**config.mk**
```make
export PLATFORM = sky130hd
export DESIGN_NAME = wb_trace_buffer
export DESIGN_NICKNAME = d
export VERILOG_FILES = /design/src/rtl/wb_trace_buffer.sv
export SDC_FILE = /design/constraint.sdc
export NUM_CORES = 1
export LEC_CHECK = 0
export ABC_AREA = 0
export CORE_ASPECT_RATIO = 1.5
export CORE_UTILIZATION = 60
export CTS_BUF_LIST = sky130_fd_sc_hd__clkbuf_4
export DETAILED_ROUTE_END_ITERATION = 10
export PLACE_DENSITY_LB_ADDON = 0.25
export SETUP_SLACK_MARGIN = 0.15
export SLEW_MARGIN = 20
export SYNTH_ARGS = -nofsm -noshare
export SYNTH_HDL_FRONTEND = slang
export SYNTH_SLANG_ARGS = --single-unit
export TNS_END_PERCENT = 1
```
**constraint.sdc**
```tcl
create_clock -name clock -period 4.4 [get_ports clock]
set_clock_uncertainty 0.05 [all_clocks]
set_input_delay 1.32 -clock clock [delete_from_list [all_inputs] [get_ports clock]]
set_output_delay 1.32 -clock clock [all_outputs]
set_load 0.01 [all_outputs]
```
**src/rtl/wb_trace_buffer.sv**
```systemverilog
// wb_trace_buffer: circular trace of write-back retirements, frozen on stop for stepped review.
module wb_trace_buffer #(
  parameter int DEPTH = 16,
  parameter int AW    = 4
) (
  input  logic          clock,
  input  logic          reset,
  input  logic          wb_valid,
  input  logic [7:0]    wb_instr,
  input  logic          wb_rfwrite,
  input  logic [1:0]    wb_regw,
  input  logic [7:0]    wb_data,
  input  logic          stop,
  input  logic          freeze_req,
  input  logic          clear,
  input  logic          step_next,
  input  logic          step_prev,
  output logic [7:0]    rd_instr,
  output logic [7:0]    rd_data,
  output logic [1:0]    rd_regw,
  output logic          rd_rfwrite,
  output logic [AW-1:0] rd_index,
  output logic [AW:0]   count,
  output logic          overflow,
  output logic          frozen
);
  typedef enum logic {CAPTURE, FROZEN} state_t;
  localparam logic [AW:0] FULL = (AW+1)'(DEPTH);
  state_t state, state_nxt;
  logic [18:0] mem [DEPTH];
  logic [AW-1:0] wp, wp_nxt, age, age_nxt, newest, last, rd_addr;
  logic [AW:0] cnt_nxt, cnt_dec;
  logic wr, ovf_nxt;
  always_comb begin
    wr        = !clear && state == CAPTURE && wb_valid;
    state_nxt = clear ? CAPTURE : (stop || freeze_req) ? FROZEN : state;
    cnt_nxt   = clear ? '0 : (wr && count != FULL) ? count + (AW+1)'(1) : count;
    wp_nxt    = clear ? '0 : wr ? wp + AW'(1) : wp;
    ovf_nxt   = !clear && (overflow || (wr && count == FULL));
    cnt_dec   = cnt_nxt - (AW+1)'(1);
    newest    = cnt_nxt == '0 ? '0 : cnt_dec[AW-1:0];
    last      = count[AW-1:0] - AW'(1);
    // age is the display position relative to the oldest held entry
    age_nxt   = clear ? '0 :
                state == CAPTURE ? newest :
                (count == '0 || step_next == step_prev) ? age :
                step_next ? (age == last ? '0 : age + AW'(1)) :
                (age == '0 ? last : age - AW'(1));
    rd_addr   = wp - count[AW-1:0] + age;
  end
  always_ff @(posedge clock)
    if (wr) mem[wp] <= {wb_instr, wb_rfwrite, wb_regw, wb_data};
  always_ff @(posedge clock or posedge reset)
    if (reset) begin
      state    <= CAPTURE;
      wp       <= '0;
      count    <= '0;
      overflow <= 1'b0;
      age      <= '0;
      {rd_instr, rd_rfwrite, rd_regw, rd_data} <= '0;
      rd_index <= '0;
    end else begin
      state    <= state_nxt;
      wp       <= wp_nxt;
      count    <= cnt_nxt;
      overflow <= ovf_nxt;
      age      <= age_nxt;
      {rd_instr, rd_rfwrite, rd_regw, rd_data} <= count == '0 ? '0 : mem[rd_addr];
      rd_index <= count == '0 ? '0 : age;
    end
  assign frozen = state == FROZEN;
endmodule

```
==> metrics, run 1 <==
Finished Layout Cells 1150; H-tree Lvls 3; largest fanout on the critical path 52; crit path kind reg -> reg; hold crit path type reg -> reg; count of pins over their slew limit 0; status finished, violations left; Worst setup EP type register; Wirelength per Cell 25.09 um; Max Fclk 271.9 MHz; fraction of registers with async set/reset 11.11%; clock sink count 342; Most used DFF post-synth edfxtp_1; Core ar. 22300 sq um; CTS tree yes; area leader, netlist edfxtp_1; Synth area leaders edfxtp_1 (67%), mux4_2 (13%), dfrtp_1 (7.0%); CP max-delay cell fa_4; DIE WIDTH 125.1 um; DR iter-0 viols 502; post-synth top area share 66.94%; sum of negative setup slack 0 ns; Total GRT Usage 26.39%; Mapped Area 13640 sq um; Leak 5.418 nW; Max VDD drop 0.3352 mV; critical path required time 4.88 ns; number of global-route vias before repair 7763; GPL Wtd Cong 0.8247; Worst Path Arrival 4.16 ns; endpoints failing hold 0; Avg Synthesized Cell Area 20.08 sq um; Clock transition at path regs 0.07 ns; antenna violation net count after detailed routing 0; Area growth syn-to-layout 15.96%; via count 7091; post-layout util 70.92%; hold depth 2; R2R depth 9; most frequent cells in the layout edfxtp_1 (304), clkbuf_4 (117), mux4_2 (76); DP HPWL 17280 um; Die Area 23350 sq um; first-pass GRT wire length 44190 um; endpoints failing setup 0; Rel. slew slack 47.97%; drt drc 16; fin crit share 83.58%; antenna violations before repair 2; # hold bufs at CTS 0; placed insts 1004; GRT overflow 0; Warnings, synthesis 0; crit path cell chain inv_1 -> fa_1 -> inv_1 -> fa_4 -> buf_12 -> mux4_2 -> nor2b_1 -> a211oi_1 -> a211oi_1; EDFF count, synth 304; Netlist cell types 48; Die H 186.6 um; sequential-to-total area share from yosys stat 73.92%; max cap viols 0; crit start category register; vias per cell 6.166; register bit total from synthesis 342; count of buffers from port buffering 56; CTS Buf Count 79; Worst-Margin Slew 0.7700 ns; fin nets 853; PwrDens 504.8 nW/um^2; commonest non-fill, non-tap cell in the layout edfxtp_1; CTS root buf clkbuf_4; Cells after Synth 679; RSZ-0062 raised after global routing false; Critical Path Max Stage Delay 0.94 ns; failing checks DRC; Post-CTS Setup Repair Bufs 0; pin count of the biggest net entering global routing 58; CTS max path bufs 3; Core Rows 67; router iterations before antenna repair 8; net count after synthesis 723; IO Pins 57; Gates resized, CTS repair 0; clk_lat worst skew 0.72 ns; final wirelength 28850 um; layout cells sized above 1 27.29%; Final Critical Period 3.677 ns; starting density of the core 61.15%
==> per-layer routing <==
metal / routed length (um) / up-vias / GRT usage, %
li1: - / 3069 / -
met1: 10360 / 3694 / 30.53
met2: 15840 / 271 / 46.30
met3: 1609 / 57 / 5.161
met4: 1050 / 0 / 14.35
met5: 0 / - / 0
==> final timing paths <==
path                            startpoint    endpoint  slack, ns
worst max-delay path                age[1]  rd_data[5]       0.72
worst min-delay path              overflow    overflow       0.52
worst max register to register      age[1]  rd_data[5]       0.72
worst min register to register    overflow    overflow       0.52
max in group asynchronous            reset  rd_data[5]       2.52
min in group asynchronous            reset  rd_data[4]       0.97
==> kinds of logic after synthesis <==
group                    share of synthesized area (%)
AO/OA/AOI/OAI                                    3.624
XOR/XNOR                                         1.092
adder cells (fa/ha/maj)                          1.725
buffers and inverters                            1.624
flip-flops                                       73.92
multiplexers                                     14.24
AND/OR/NAND/NOR                                  3.780
==> sequential cells by signal, indices dropped and copies added, names as in the netlist <==
name,cells
mem,304
rd_regw,2
rd_rfwrite,1
wp,4
rd_data,8
count,5
rd_index,4
overflow,1
frozen,1
rd_instr,8
age,4
==> critical path: cells and delay by family, from the launching register on <==
family	cells	cell delay, ns
flip-flops	1	0.44
buffers and inverters	3	0.58
AO/OA/AOI/OAI	2	0.43
multiplexers	1	0.35
AND/OR/NAND/NOR	1	0.16
adder cells (fa/ha/maj)	2	1.46
==> cell usage after synthesis (all sizes together), types with 7 or more instances <==
cell and n:
ha 14, mux4 76, xnor2 12, mux2i 23, buf 14, nor2b 23
clkbuf 20, a211oi 39, and2 17, nand2 7, edfxtp 304, nor2 14
dfrtp 38, inv 18
==> stage by stage <==
step	setup slack [ns]	total power [mW]	hold WS, ns	area (sq um)
3_5_place_dp	0.5964	5.484	0.5024	14750
2_1_floorplan	1.239	4.921	0.4785	13640
5_1_grt	0.5755	8.330	0.5381	15810
3_3_place_gp	0.6014	5.441	0.4568	14750
4_1_cts	0.7129	8.075	0.5200	15810
6_report	0.7226	7.983	0.5202	15810
==> report_power, final <==
part           switching (mW)  internal [mW]  total (mW)
sequential             0.0332           3.59        3.62
combinational           0.937          0.838        1.78
clock                    1.19           1.40        2.59
total                    2.16           5.83        7.98
==> final cells by class <==
cell class	count	area (sq um)
multi-input cells	284	3400
inverters	19	71.32
clock buffers	117	878.3
fillers	1385	6485
flip-flops and latches	342	10080
well taps	276	345.3
clock inverters	27	183.9
repair buffers	83	850.8
diodes	2	5.005
(Power assumes the default switching activity.)
==> run 2: changes to the inputs <==
--- a/config.mk
+++ b/config.mk
@@ -7,7 +7,7 @@
 export LEC_CHECK = 0
 export ABC_AREA = 0
 export CORE_ASPECT_RATIO = 1.5
-export CORE_UTILIZATION = 60
+export CORE_UTILIZATION = 57
 export CTS_BUF_LIST = sky130_fd_sc_hd__clkbuf_4
 export DETAILED_ROUTE_END_ITERATION = 10
 export PLACE_DENSITY_LB_ADDON = 0.25
==> constraint.sdc (replaced) <==
create_clock -name clock -period 3.32 [get_ports clock]
set_clock_uncertainty 0.05 [all_clocks]
set_input_delay 0.996 -clock clock [delete_from_list [all_inputs] [get_ports clock]]
set_output_delay 0.996 -clock clock [all_outputs]
set_load 0.01 [all_outputs]
==> run 2 against run 1 <==
Effect of this change:
- the flow now finishes without violations
- highest routed layer unchanged
- design area rose by 4.2%
- largest cell class unchanged
- fmax rose by 17%
- setup slack got worse by 0.55 ns
- die area rose by 5.2%
==> metrics, run 2 (synthesis results as in run 1) <==
Critical Path Max Stage Delay 0.89 ns (was 0.94 ns); Pwr Total 10.92 mW (was 7.983 mW); clk_lat worst skew 0.68 ns (was 0.72 ns); count of pins over their slew limit 0 (unchanged); RSZ-0062 raised after global routing true (was false); Worst setup EP type register (unchanged); max cap viols 0 (unchanged); Clock transition at path regs 0.07 ns (about the same); post-layout util 69.90% (was 70.92%); Final Critical Period 3.148 ns (was 3.677 ns); max reg flops 304 (unchanged); crit path cell chain inv_1 -> fa_1 -> inv_1 -> fa_4 -> clkbuf_16 -> mux4_2 -> a211oi_2 -> a211oi_2 -> buf_4 (was inv_1 -> fa_1 -> inv_1 -> fa_4 -> buf_12 -> mux4_2 -> nor2b_1 -> a211oi_1 -> a211oi_1); Area growth syn-to-layout 20.81% (was 15.96%); commonest non-fill, non-tap cell in the layout edfxtp_1 (unchanged); status completed (was finished, violations left); via count 7328 (was 7091); Rel. slew slack 46.56% (was 47.97%); count of buffers from port buffering 56 (unchanged); DR iter-0 viols 589 (was 502); router iterations before antenna repair 5 (was 8); placed insts 1080 (was 1004); Max Fclk 317.7 MHz (was 271.9 MHz); GPL Wtd Cong 0.8408 (was 0.8247); IO Pins 57 (unchanged); vias per cell 5.992 (was 6.166); crit path kind reg -> reg (unchanged); fin nets 896 (was 853); drt drc 0 (was 16); Die H 191.4 um (was 186.6 um); Finished Layout Cells 1223 (was 1150); RR Endpoint rd_instr[2] (was rd_data[5]); worst slack at placement -0.005928 ns (was 0.5964 ns); CTS max path bufs 3 (unchanged); DP HPWL 17850 um (was 17280 um); largest fanout on the critical path 6 (was 52); CTS root buf clkbuf_4 (unchanged); endpoints failing hold 0 (unchanged); Core ar. 23570 sq um (was 22300 sq um); worst setup path end rd_instr[2] (was rd_data[5]); starting density of the core 57.86% (was 61.15%); Worst-Margin Slew 0.8007 ns (was 0.7700 ns); endpoints failing setup 0 (unchanged); sum of negative setup slack 0 ns (unchanged); clock sink count 342 (unchanged); Critical Path Start wp[1] (was age[1]); largest reg by FF count mem (unchanged); Core Rows 69 (was 67); DIE WIDTH 128.3 um (was 125.1 um); Die Area 24560 sq um (was 23350 sq um); antenna violation net count after detailed routing 0 (unchanged); Worst Path Arrival 3.68 ns (was 4.16 ns); Worst R2R Start wp[1] (was age[1]); layout cells sized above 1 31.89% (was 27.29%); GRT overflow 0 (unchanged); PwrDens 662.9 nW/um^2 (was 504.8 nW/um^2); number of global-route vias before repair 7784 (was 7763); hold crit path type reg -> reg (unchanged); final setup margin 0.1721 ns (was 0.7226 ns); H-tree Lvls 3 (unchanged); Wirelength per Cell 25.01 um (was 25.09 um); critical path required time 3.85 ns (was 4.88 ns); CTS tree yes (unchanged); crit start category register (unchanged); Post-DP Area 15240 sq um (was 14750 sq um); first-pass GRT wire length 45610 um (was 44190 um); CTS Buf Count 75 (was 79); Total GRT Usage 26.38% (was 26.39%); Max VDD drop 0.4019 mV (was 0.3352 mV); CP max-delay cell fa_4 (unchanged); pin count of the biggest net entering global routing 31 (was 58); final wirelength 30590 um (was 28850 um); R2R setup slack 0.17 ns (was 0.72 ns); most frequent cells in the layout edfxtp_1 (304), clkbuf_4 (100), mux4_2 (76) (was edfxtp_1 (304), clkbuf_4 (117), mux4_2 (76)); Leak 5.690 nW (was 5.418 nW); fin crit share 94.82% (was 83.58%); antenna violations before repair 1 (was 2); Design Area, Final 16470 sq um (was 15810 sq um); hold_ws 0.4617 ns (was 0.5202 ns); R2R depth 9 (unchanged)
run 2: changes by cell type in the layout (fill, tap and decap cells not counted), moves of 5 or more:
cell      change
a211oi_1     -11
a211oi_2     +11
buf_12       +14
buf_4        +25
clkbuf_4     -17
clkinv_1      -5
run 2: how the worst min path moves through the flow:
| stage | from | depth (start not counted) | slack, ns | end |
|---|---|---|---|---|
| after floorplan | overflow | 2 | 0.48 | overflow |
| after global placement | overflow | 2 | 0.46 | overflow |
| after detailed placement | overflow | 2 | 0.46 | overflow |
| after CTS | overflow | 2 | 0.47 | overflow |
| after global routing | overflow | 2 | 0.49 | overflow |
| final | overflow | 2 | 0.46 | overflow |
run 2: critical path: cells and delay by family (launching register included):
family	cells	cell delay [ns]
adders and majority gates	2	1.41
muxes	1	0.33
buffers and inverters	4	0.51
DFF	1	0.36
AOI/OAI and AO/OA	2	0.37
run 2: timing repair:
| action | in CTS | in global routing |
|---|---|---|
| buffers inserted | 5 | 4 |
| endpoints found under the setup margin | 10 | 19 |
| hold buffers | 0 | 0 |
| pin swaps | 1 | 3 |
| resized for setup | 6 | 13 |
| cloned | 2 | 3 |
run 2: per-layer routing:
metal | track usage [%] | up-vias | part of all wire [%]
met3 | 5.150 | 76 | 6.5
li1 | - | 3146 | -
met4 | 13.03 | 0 | 3.7
met1 | 31.98 | 3755 | 36
met2 | 45.18 | 351 | 53
met5 | 0 | - | 0
run 2: where the power goes:
| group | total (mW) | internal (mW) | switching, mW |
|---|---|---|---|
| Combinational | 2.91 | 1.50 | 1.41 |
| Sequential | 4.80 | 4.76 | 0.0409 |
| Clock | 3.21 | 1.65 | 1.57 |
run 2: cell type report:
class	count	area, sq um
fillers	1481	7094
clock inverters	28	200.2
well taps	319	399.1
multi-input cells	284	3471
repair buffers	130	1499
diodes	1	2.502
clock buffers	100	750.7
inverters	19	71.32
flip-flops and latches	342	10080
